## config.mk

```make
export PLATFORM = sky130hd
export DESIGN_NAME = store_merge_unit
export DESIGN_NICKNAME = d
export VERILOG_FILES = /design/src/rtl/store_merge_unit_pkg.sv /design/src/rtl/store_lane_merge.sv /design/src/rtl/store_merge_unit.sv
export SDC_FILE = /design/constraint.sdc
export NUM_CORES = 1
export LEC_CHECK = 0
export ABC_AREA = 1
export ABC_CLOCK_PERIOD_IN_PS = 1950
export BUFFER_PORTS_ARGS = -buffer_cell sky130_fd_sc_hd__buf_2
export CAP_MARGIN = 20
export CORE_UTILIZATION = 52
export DETAILED_ROUTE_END_ITERATION = 10
export PLACE_DENSITY = 0.81
export SLEW_MARGIN = 30
export SYNTH_ARGS = -nofsm -noshare
export SYNTH_HDL_FRONTEND = slang
export SYNTH_HIERARCHICAL = 1
export SYNTH_SLANG_ARGS = --single-unit
export TNS_END_PERCENT = 100
```

## constraint.sdc

```tcl
create_clock -name clk -period 1.95 [get_ports clk]
set_input_delay 0.0975 -clock clk [delete_from_list [all_inputs] [get_ports clk]]
set_output_delay 0.0975 -clock clk [all_outputs]
set_load 0.005 [all_outputs]
```

## src/rtl/store_merge_unit_pkg.sv

```systemverilog
// Shared encodings for the store path: store op codes, FSM states and
// small decode helpers used by the store merge unit and its lane merger.
package store_merge_unit_pkg;

  // Store op encodings, kept distinct from each other; any other value
  // is handled as a word store.
  localparam logic [2:0] STORE_BYTE = 3'd0;
  localparam logic [2:0] STORE_HALF = 3'd1;
  localparam logic [2:0] STORE_WORD = 3'd2;

  typedef enum logic [1:0] {
    ST_IDLE  = 2'd0,
    ST_READ  = 2'd1,
    ST_WRITE = 2'd2,
    ST_DONE  = 2'd3
  } state_t;

  // Sub-word stores need a read-modify-write; everything else writes directly.
  function automatic logic is_subword(input logic [2:0] op);
    return (op == STORE_BYTE) || (op == STORE_HALF);
  endfunction

  // A halfword on an odd byte, or a word off a word boundary, is misaligned.
  function automatic logic is_misaligned(input logic [2:0] op, input logic [1:0] lo);
    if (op == STORE_BYTE) return 1'b0;
    if (op == STORE_HALF) return lo[0];
    return lo != 2'b00;
  endfunction

endpackage

```

## src/rtl/store_lane_merge.sv

```systemverilog
// Combinational lane merger: folds a byte or halfword of store data into
// the old memory word using little-endian lanes (lane k = bits 8k+7:8k).
module store_lane_merge
  import store_merge_unit_pkg::*;
(
  input  logic [2:0]  op,
  input  logic [1:0]  lane,
  input  logic [31:0] old_word,
  input  logic [15:0] wdata_lo,
  output logic [31:0] merged
);

  // Replace the addressed lane(s); a halfword ignores lane[0].
  always_comb begin
    merged = old_word;
    case (op)
      STORE_BYTE: begin
        case (lane)
          2'd0:    merged[7:0]   = wdata_lo[7:0];
          2'd1:    merged[15:8]  = wdata_lo[7:0];
          2'd2:    merged[23:16] = wdata_lo[7:0];
          default: merged[31:24] = wdata_lo[7:0];
        endcase
      end
      STORE_HALF: begin
        if (lane[1]) merged[31:16] = wdata_lo;
        else         merged[15:0]  = wdata_lo;
      end
      default: merged = old_word;
    endcase
  end

endmodule

```

## src/rtl/store_merge_unit.sv

```systemverilog
// Store merge unit: performs SB/SH/SW to a word-wide memory without byte
// enables. Sub-word stores read the word, merge the new lane(s) and write
// it back; word stores write directly. A one-cycle done pulse ends each
// request.
// Optional build macro: STORE_ALIGN_CHECK_EN adds the misalign output and
// completes misaligned SH/SW requests without touching memory.
//
// Memory handshake: mem_rd or mem_wr (never both) is a request held high,
// with mem_addr and mem_wdata stable, until a cycle in which mem_ready is
// high; that cycle completes the request (and carries mem_rdata for reads).
module store_merge_unit
  import store_merge_unit_pkg::*;
#(
  parameter int AW = 32,
  parameter int DW = 32
) (
  input  logic          clk,
  input  logic          rst,
  input  logic          start,
  input  logic [2:0]    op,
  input  logic [AW-1:0] addr,
  input  logic [DW-1:0] wdata,
  output logic          busy,
  output logic          done,
  output logic [AW-1:0] mem_addr,
  output logic          mem_rd,
  input  logic [DW-1:0] mem_rdata,
  output logic          mem_wr,
  output logic [DW-1:0] mem_wdata,
  input  logic          mem_ready
`ifdef STORE_ALIGN_CHECK_EN
  ,
  output logic          misalign
`endif
);

  state_t      state;
  logic [2:0]  op_q;
  logic [1:0]  lane_q;
  logic [15:0] wdata_q;
  logic [31:0] merged;

  store_lane_merge u_merge (
    .op       (op_q),
    .lane     (lane_q),
    .old_word (mem_rdata),
    .wdata_lo (wdata_q),
    .merged   (merged)
  );

  // Store FSM with all memory-side outputs registered.
  always_ff @(posedge clk) begin
    if (rst) begin
      state     <= ST_IDLE;
      busy      <= 1'b0;
      done      <= 1'b0;
      mem_rd    <= 1'b0;
      mem_wr    <= 1'b0;
      mem_addr  <= '0;
      mem_wdata <= '0;
      op_q      <= STORE_WORD;
      lane_q    <= 2'b00;
      wdata_q   <= '0;
`ifdef STORE_ALIGN_CHECK_EN
      misalign  <= 1'b0;
`endif
    end else begin
      done <= 1'b0;
`ifdef STORE_ALIGN_CHECK_EN
      misalign <= 1'b0;
`endif
      case (state)
        ST_IDLE: begin
          if (start) begin
            op_q     <= op;
            lane_q   <= addr[1:0];
            wdata_q  <= wdata[15:0];
            mem_addr <= {addr[AW-1:2], 2'b00};
`ifdef STORE_ALIGN_CHECK_EN
            if (is_misaligned(op, addr[1:0])) begin
              state    <= ST_DONE;
              done     <= 1'b1;
              misalign <= 1'b1;
            end else
`endif
            if (is_subword(op)) begin
              state  <= ST_READ;
              busy   <= 1'b1;
              mem_rd <= 1'b1;
            end else begin
              state     <= ST_WRITE;
              busy      <= 1'b1;
              mem_wr    <= 1'b1;
              mem_wdata <= wdata;
            end
          end
        end
        ST_READ: begin
          if (mem_ready) begin
            state     <= ST_WRITE;
            mem_rd    <= 1'b0;
            mem_wr    <= 1'b1;
            mem_wdata <= merged;
          end
        end
        ST_WRITE: begin
          if (mem_ready) begin
            state  <= ST_DONE;
            mem_wr <= 1'b0;
            busy   <= 1'b0;
            done   <= 1'b1;
          end
        end
        default: begin
          state <= ST_IDLE;
        end
      endcase
    end
  end

endmodule

```

Yosys cells after proc, flatten, opt, wreduce, memory -nomap -nowiden. Index checks and enable logic that the tools add are counted.

Output and inout port bits: 68. Flip-flop bits (word level): 89.

Equal/unequal tests: 11. Bitwise logic cells: 1. Multiplexer cells: 27. Reductions and logical operators: 16.

Operators with widths (count): one-hot mux 32 bit (2 select lines) (2); two-way mux 32 bit (3); two-way mux 16 bit (2); two-way mux 8 bit (4); != test 2 bit (second input constant) (5); two-way mux 1 bit (8); two-way mux 2 bit (4); AND reduction 4 bit (2); equality test 3 x 1 -> 1 bit (second input constant) (2); zero test 3 bit (2); one-hot mux 2 bit (3 select lines) (1); AND reduction 3 bit (2); AND reduction 5 bit (1); equality test 2 x 1 -> 1 bit (second input constant) (2); equality test 2 bit (second input constant) (2); zero test 2 bit (2); one-hot mux 1 bit (2 select lines) (2); nonzero test 2 bit (2); one-hot mux 1 bit (3 select lines) (1); nonzero test 3 bit (1); OR reduction 3 bit (1); AND reduction 2 bit (1); OR reduction 2 bit (1); logical OR 1 bit (1); NOT 1 bit (1).

Depth between registers and ports, before layout.
Depth in word-level cells: 6. Mapped depth: 13.

By module. The synthesis kept the hierarchy.

By module, submodules not included: store_merge_unit (area each 3746.1 sq um, instances 1, cells an instance 522); store_lane_merge (area each 1639.1 sq um, instances 1, cells an instance 397).

Worst setup path after synthesis. No wires, ideal clock.

Path type: register to register. From: register state[0]. To: register mem_wdata[0]. Buffers on the path: 1. Period minus slack after synthesis: 1.489 ns. Arrival time: 1.376 ns. Required time: 1.837 ns. Stages on the path, launching flop included: 10. Setup time: 0.113 ns. Slack: 0.461 ns. Cells stage by stage: dfxtp_1 inv_1 ha_1 nand2_1 nand2_2 nor2_8 buf_6 nand2_1 nand2_1 nor2_1.

Longest elaborated chain between the ends: 3.

RTL lines: start, declared (RTL line store_merge_unit.sv:37) `state_t state;`; start signal, assigned (RTL line store_merge_unit.sv:54) `state <= ST_IDLE;`; start signal, assigned (RTL line store_merge_unit.sv:87) `state <= ST_READ;`; start signal, assigned (RTL line store_merge_unit.sv:91) `state <= ST_WRITE;`; equality test 2 x 1 -> 1 bit / zero test 2 bit (equally long branches) (RTL line store_merge_unit.sv:72) `case (state)`; != test 2 bit (no source line) / nonzero test 2 bit (equally long branches); AND reduction 4 bit (no source line); end signal, assigned (RTL line store_merge_unit.sv:94) `mem_wdata <= wdata;`; end signal, assigned (RTL line store_merge_unit.sv:103) `mem_wdata <= merged;`; end, declared (RTL line store_merge_unit.sv:29) `output logic [DW-1:0] mem_wdata,`.

Parallel ways exist; a longest one is shown, timed or not. A chain may end at the register's enable or synchronous reset.

Final worst setup path.
From: register state[1]. To: register busy.

Longest elaborated chain between the ends: 3.

RTL lines: equality test 2 bit / zero test 2 bit (equally long branches) (RTL line store_merge_unit.sv:72); != test 2 bit (no source line) / nonzero test 2 bit (equally long branches); AND reduction 3 bit (no source line); end signal, assigned (RTL line store_merge_unit.sv:88) `busy <= 1'b1;`; end signal, assigned (RTL line store_merge_unit.sv:92) `busy <= 1'b1;`; end signal, assigned (RTL line store_merge_unit.sv:110) `busy <= 1'b0;`; end, declared (RTL line store_merge_unit.sv:23) `output logic busy,`.

Parallel ways exist; a longest one is shown, timed or not.

==> impl_metrics.json <==
{
  "status": "finished clean",
  "ys_ff_latch": 89,
  "startpoint_type": "flop",
  "instances_no_fill": 1261,
  "io_pins": 171,
  "end_kind": "flop",
  "crit_type": "reg -> reg",
  "routedWlPerCell_um": 14.0,
  "overflow": 0,
  "leakage_uw": 0.00376,
  "drt_wl_total_um": 17700,
  "finalHoldViolCount": 0,
  "grt_pass1_vias": 6037,
  "gp_congestion": 0.862,
  "clock_latency_ns": 0.39,
  "root_buffer": "clkbuf_8",
  "core_area_um2": 9910,
  "vdd_drop_max_mv": 0.870,
  "die_area_um2": 10800,
  "grt_pass1_wl_um": 28200,
  "rsz0062_at_grt": "no",
  "grt_max_degree": 52,
  "die_x_um": 104,
  "synthDistinctLibCells": 26,
  "drcViolationCount": 0,
  "final_max_slew_viol_count": 0,
  "finalSetupViolCount": 0,
  "powerDensity_nw_per_um2": 1260,
  "fmax_mhz": 553,
  "syn_avg_cell_area_um2": 5.86,
  "grtUsageTotal_pct": 32.6,
  "start_util_pct": 54.3,
  "cp.required_ns": 2.24,
  "layout-drive-gt1-share_pct": 20.5,
  "vias": 6461,
  "final_util_pct": 71.3,
  "port_buffers": 168,
  "yosysWarnings": 6,
  "path_max_fanout": 46,
  "dr.pass1.iters": 6,
  "min_period_ns": 1.81,
  "via_per_inst": 5.12,
  "syn_to_final_growth_pct": 31.2,
  "place_area_um2": 6310,
  "clk_path_buf_depth": 2,
  "cts_made_buffers": 9,
  "fillerInstances": 881,
  "dp_cells": 1193,
  "path_clk_slew_ns": 0.11,
  "final_cell_area_um2": 7070,
  "dp_hpwl_um": 10600,
  "fin_skew_ns": 0.0174,
  "h-tree-depth": 3,
  "cts.sinks": 89,
  "cap_violations": 0,
  "die_y_um": 104,
  "antenna_left": 0,
  "cts_tree": "yes",
  "arrival_ns": 2.09,
  "fin_crit_sh_pct": 92.7,
  "fin_tns_setup_ns": 0,
  "num_rows": 36,
  "first_iter_violations": 651,
  "n_antenna_cell": 0,
  "nNetsFinal": 1231,
  "synth_seq_area_share_pct": 33.1,
  "netlist_instances": 919,
  "power_uw": 8920,
  "antenna_found_initial": 0,
  "synth_area_um2": 5390,
  "hold_path.class": "in -> reg"
}
[state kept, by name (all words and copies together) (netlist names)]
register   flops
mem_addr      30
wdata_q       16
mem_wr         1
op_q           3
mem_rd         1
lane_q         2
state          2
busy           1
done           1
mem_wdata     32
[final cells by class]
type	instances	area [um2]	share of cell area, %
Multi-Input combinational cell	716	3060	43.3
Sequential cell	89	1780	25.3
Timing Repair Buffer	241	1580	22.4
Inverter	66	254	3.59
Tap cell	133	166	2.36
Clock buffer	10	138	1.95
Clock inverter	6	82.6	1.17
[per-layer routing]
| metal | vias up | global-route usage, % | wire, um |
|---|---|---|---|
| met2 | 320 | 57.1 | 8590 |
| met5 | - | 0 | 0 |
| met3 | 62 | 7.87 | 1530 |
| li1 | 3202 | - | - |
| met1 | 2877 | 37.8 | 6880 |
| met4 | 0 | 14.2 | 664 |
[cell usage after synthesis]
master | n | share of area [%]
a21boi_0 | 32 | 4.5
a21oi_1 | 6 | 0.56
buf_1 | 1 | 0.070
buf_2 | 19 | 1.8
buf_4 | 8 | 1.1
buf_6 | 9 | 1.9
clkbuf_1 | 13 | 0.91
clkinv_1 | 2 | 0.14
conb_1 | 1 | 0.070
dfxtp_1 | 89 | 33
ha_1 | 5 | 1.2
inv_1 | 58 | 4.0
inv_2 | 5 | 0.35
inv_4 | 1 | 0.12
nand2_1 | 300 | 21
nand2_2 | 3 | 0.35
nand2_4 | 3 | 0.63
nand3_1 | 36 | 3.3
nor2_1 | 268 | 19
nor2_4 | 2 | 0.42
nor2_8 | 1 | 0.37
nor3_1 | 1 | 0.093
nor3_4 | 1 | 0.30
o21ai_0 | 53 | 4.9
o21bai_1 | 1 | 0.14
or2_1 | 1 | 0.12
[worst paths after layout]
kind	from	to	slack (ns)	cells after the start
max	state[1]	busy	0.14	7
min reg2reg	mem_wdata[25]	mem_wdata[25]	0.49	2
min	wdata[0]	wdata_q[0]	0.004	3
max reg2reg	state[1]	busy	0.14	7
[kinds of logic (layout without fill, tap and decap cells)]
kind of cell | count (synthesis) | in the layout | share of synthesized area (%)
other | 1 | 2 | 0.0696
flip-flops | 89 | 89 | 33.1
AO/OA/AOI/OAI | 92 | 92 | 10.1
AND/OR/NAND/NOR | 616 | 617 | 45.2
adder cells (fa/ha/maj) | 5 | 5 | 1.16
buffers and inverters | 116 | 323 | 10.4
[critical path, cell delays in order (launching register included)]
cell and delay [ns]:
dfxtp_1 0.41, inv_1 0.12, ha_1 0.28, nand2_1 0.11, clkinv_1 0.25, buf_12 0.28, a21oi_1 0.19, nor2_1 0.08
[repair_timing]
item | CTS | global route
buffers inserted | 0 | 4
resized for setup | 0 | 4
endpoints found under the setup margin | 0 | 28
endpoints found under the hold margin | 46 | 0
hold buffers | 47 | 0
[where the power goes]
group	switching [uW]	internal (uW)
clock	777	657
sequential	355	2390
combinational	2910	1830
[cell usage in the layout (no fill, tap or decap), types with 2 or more instances in the layout]
| cell | count |
|---|---|
| inv_2 | 6 |
| buf_2 | 168 |
| inv_6 | 2 |
| nand2_2 | 3 |
| inv_1 | 57 |
| buf_4 | 20 |
| ha_1 | 5 |
| conb_1 | 2 |
| nor2_4 | 3 |
| buf_12 | 6 |
| nor2_1 | 268 |
| nand2_4 | 3 |
| nand3_1 | 36 |
| dfxtp_1 | 87 |
| clkinvlp_4 | 2 |
| a21oi_1 | 6 |
| clkbuf_8 | 10 |
| nand2_1 | 300 |
| a21boi_0 | 31 |
| dfxtp_2 | 2 |
| o21ai_0 | 53 |
| dlygate4sd3_1 | 47 |
[metrics by stage]
step / hold slack (ns) / worst slack [ns]
4_1_cts: 0.00133 / 0.0513
3_5_place_dp: 0.305 / 0.0751
6_report: 0.00390 / 0.142
3_3_place_gp: 0.296 / 0.0979
5_1_grt: 0.0116 / 0.0219
2_1_floorplan: 0.175 / 0.461
No activity file was read; power rests on OpenSTA's default activity.
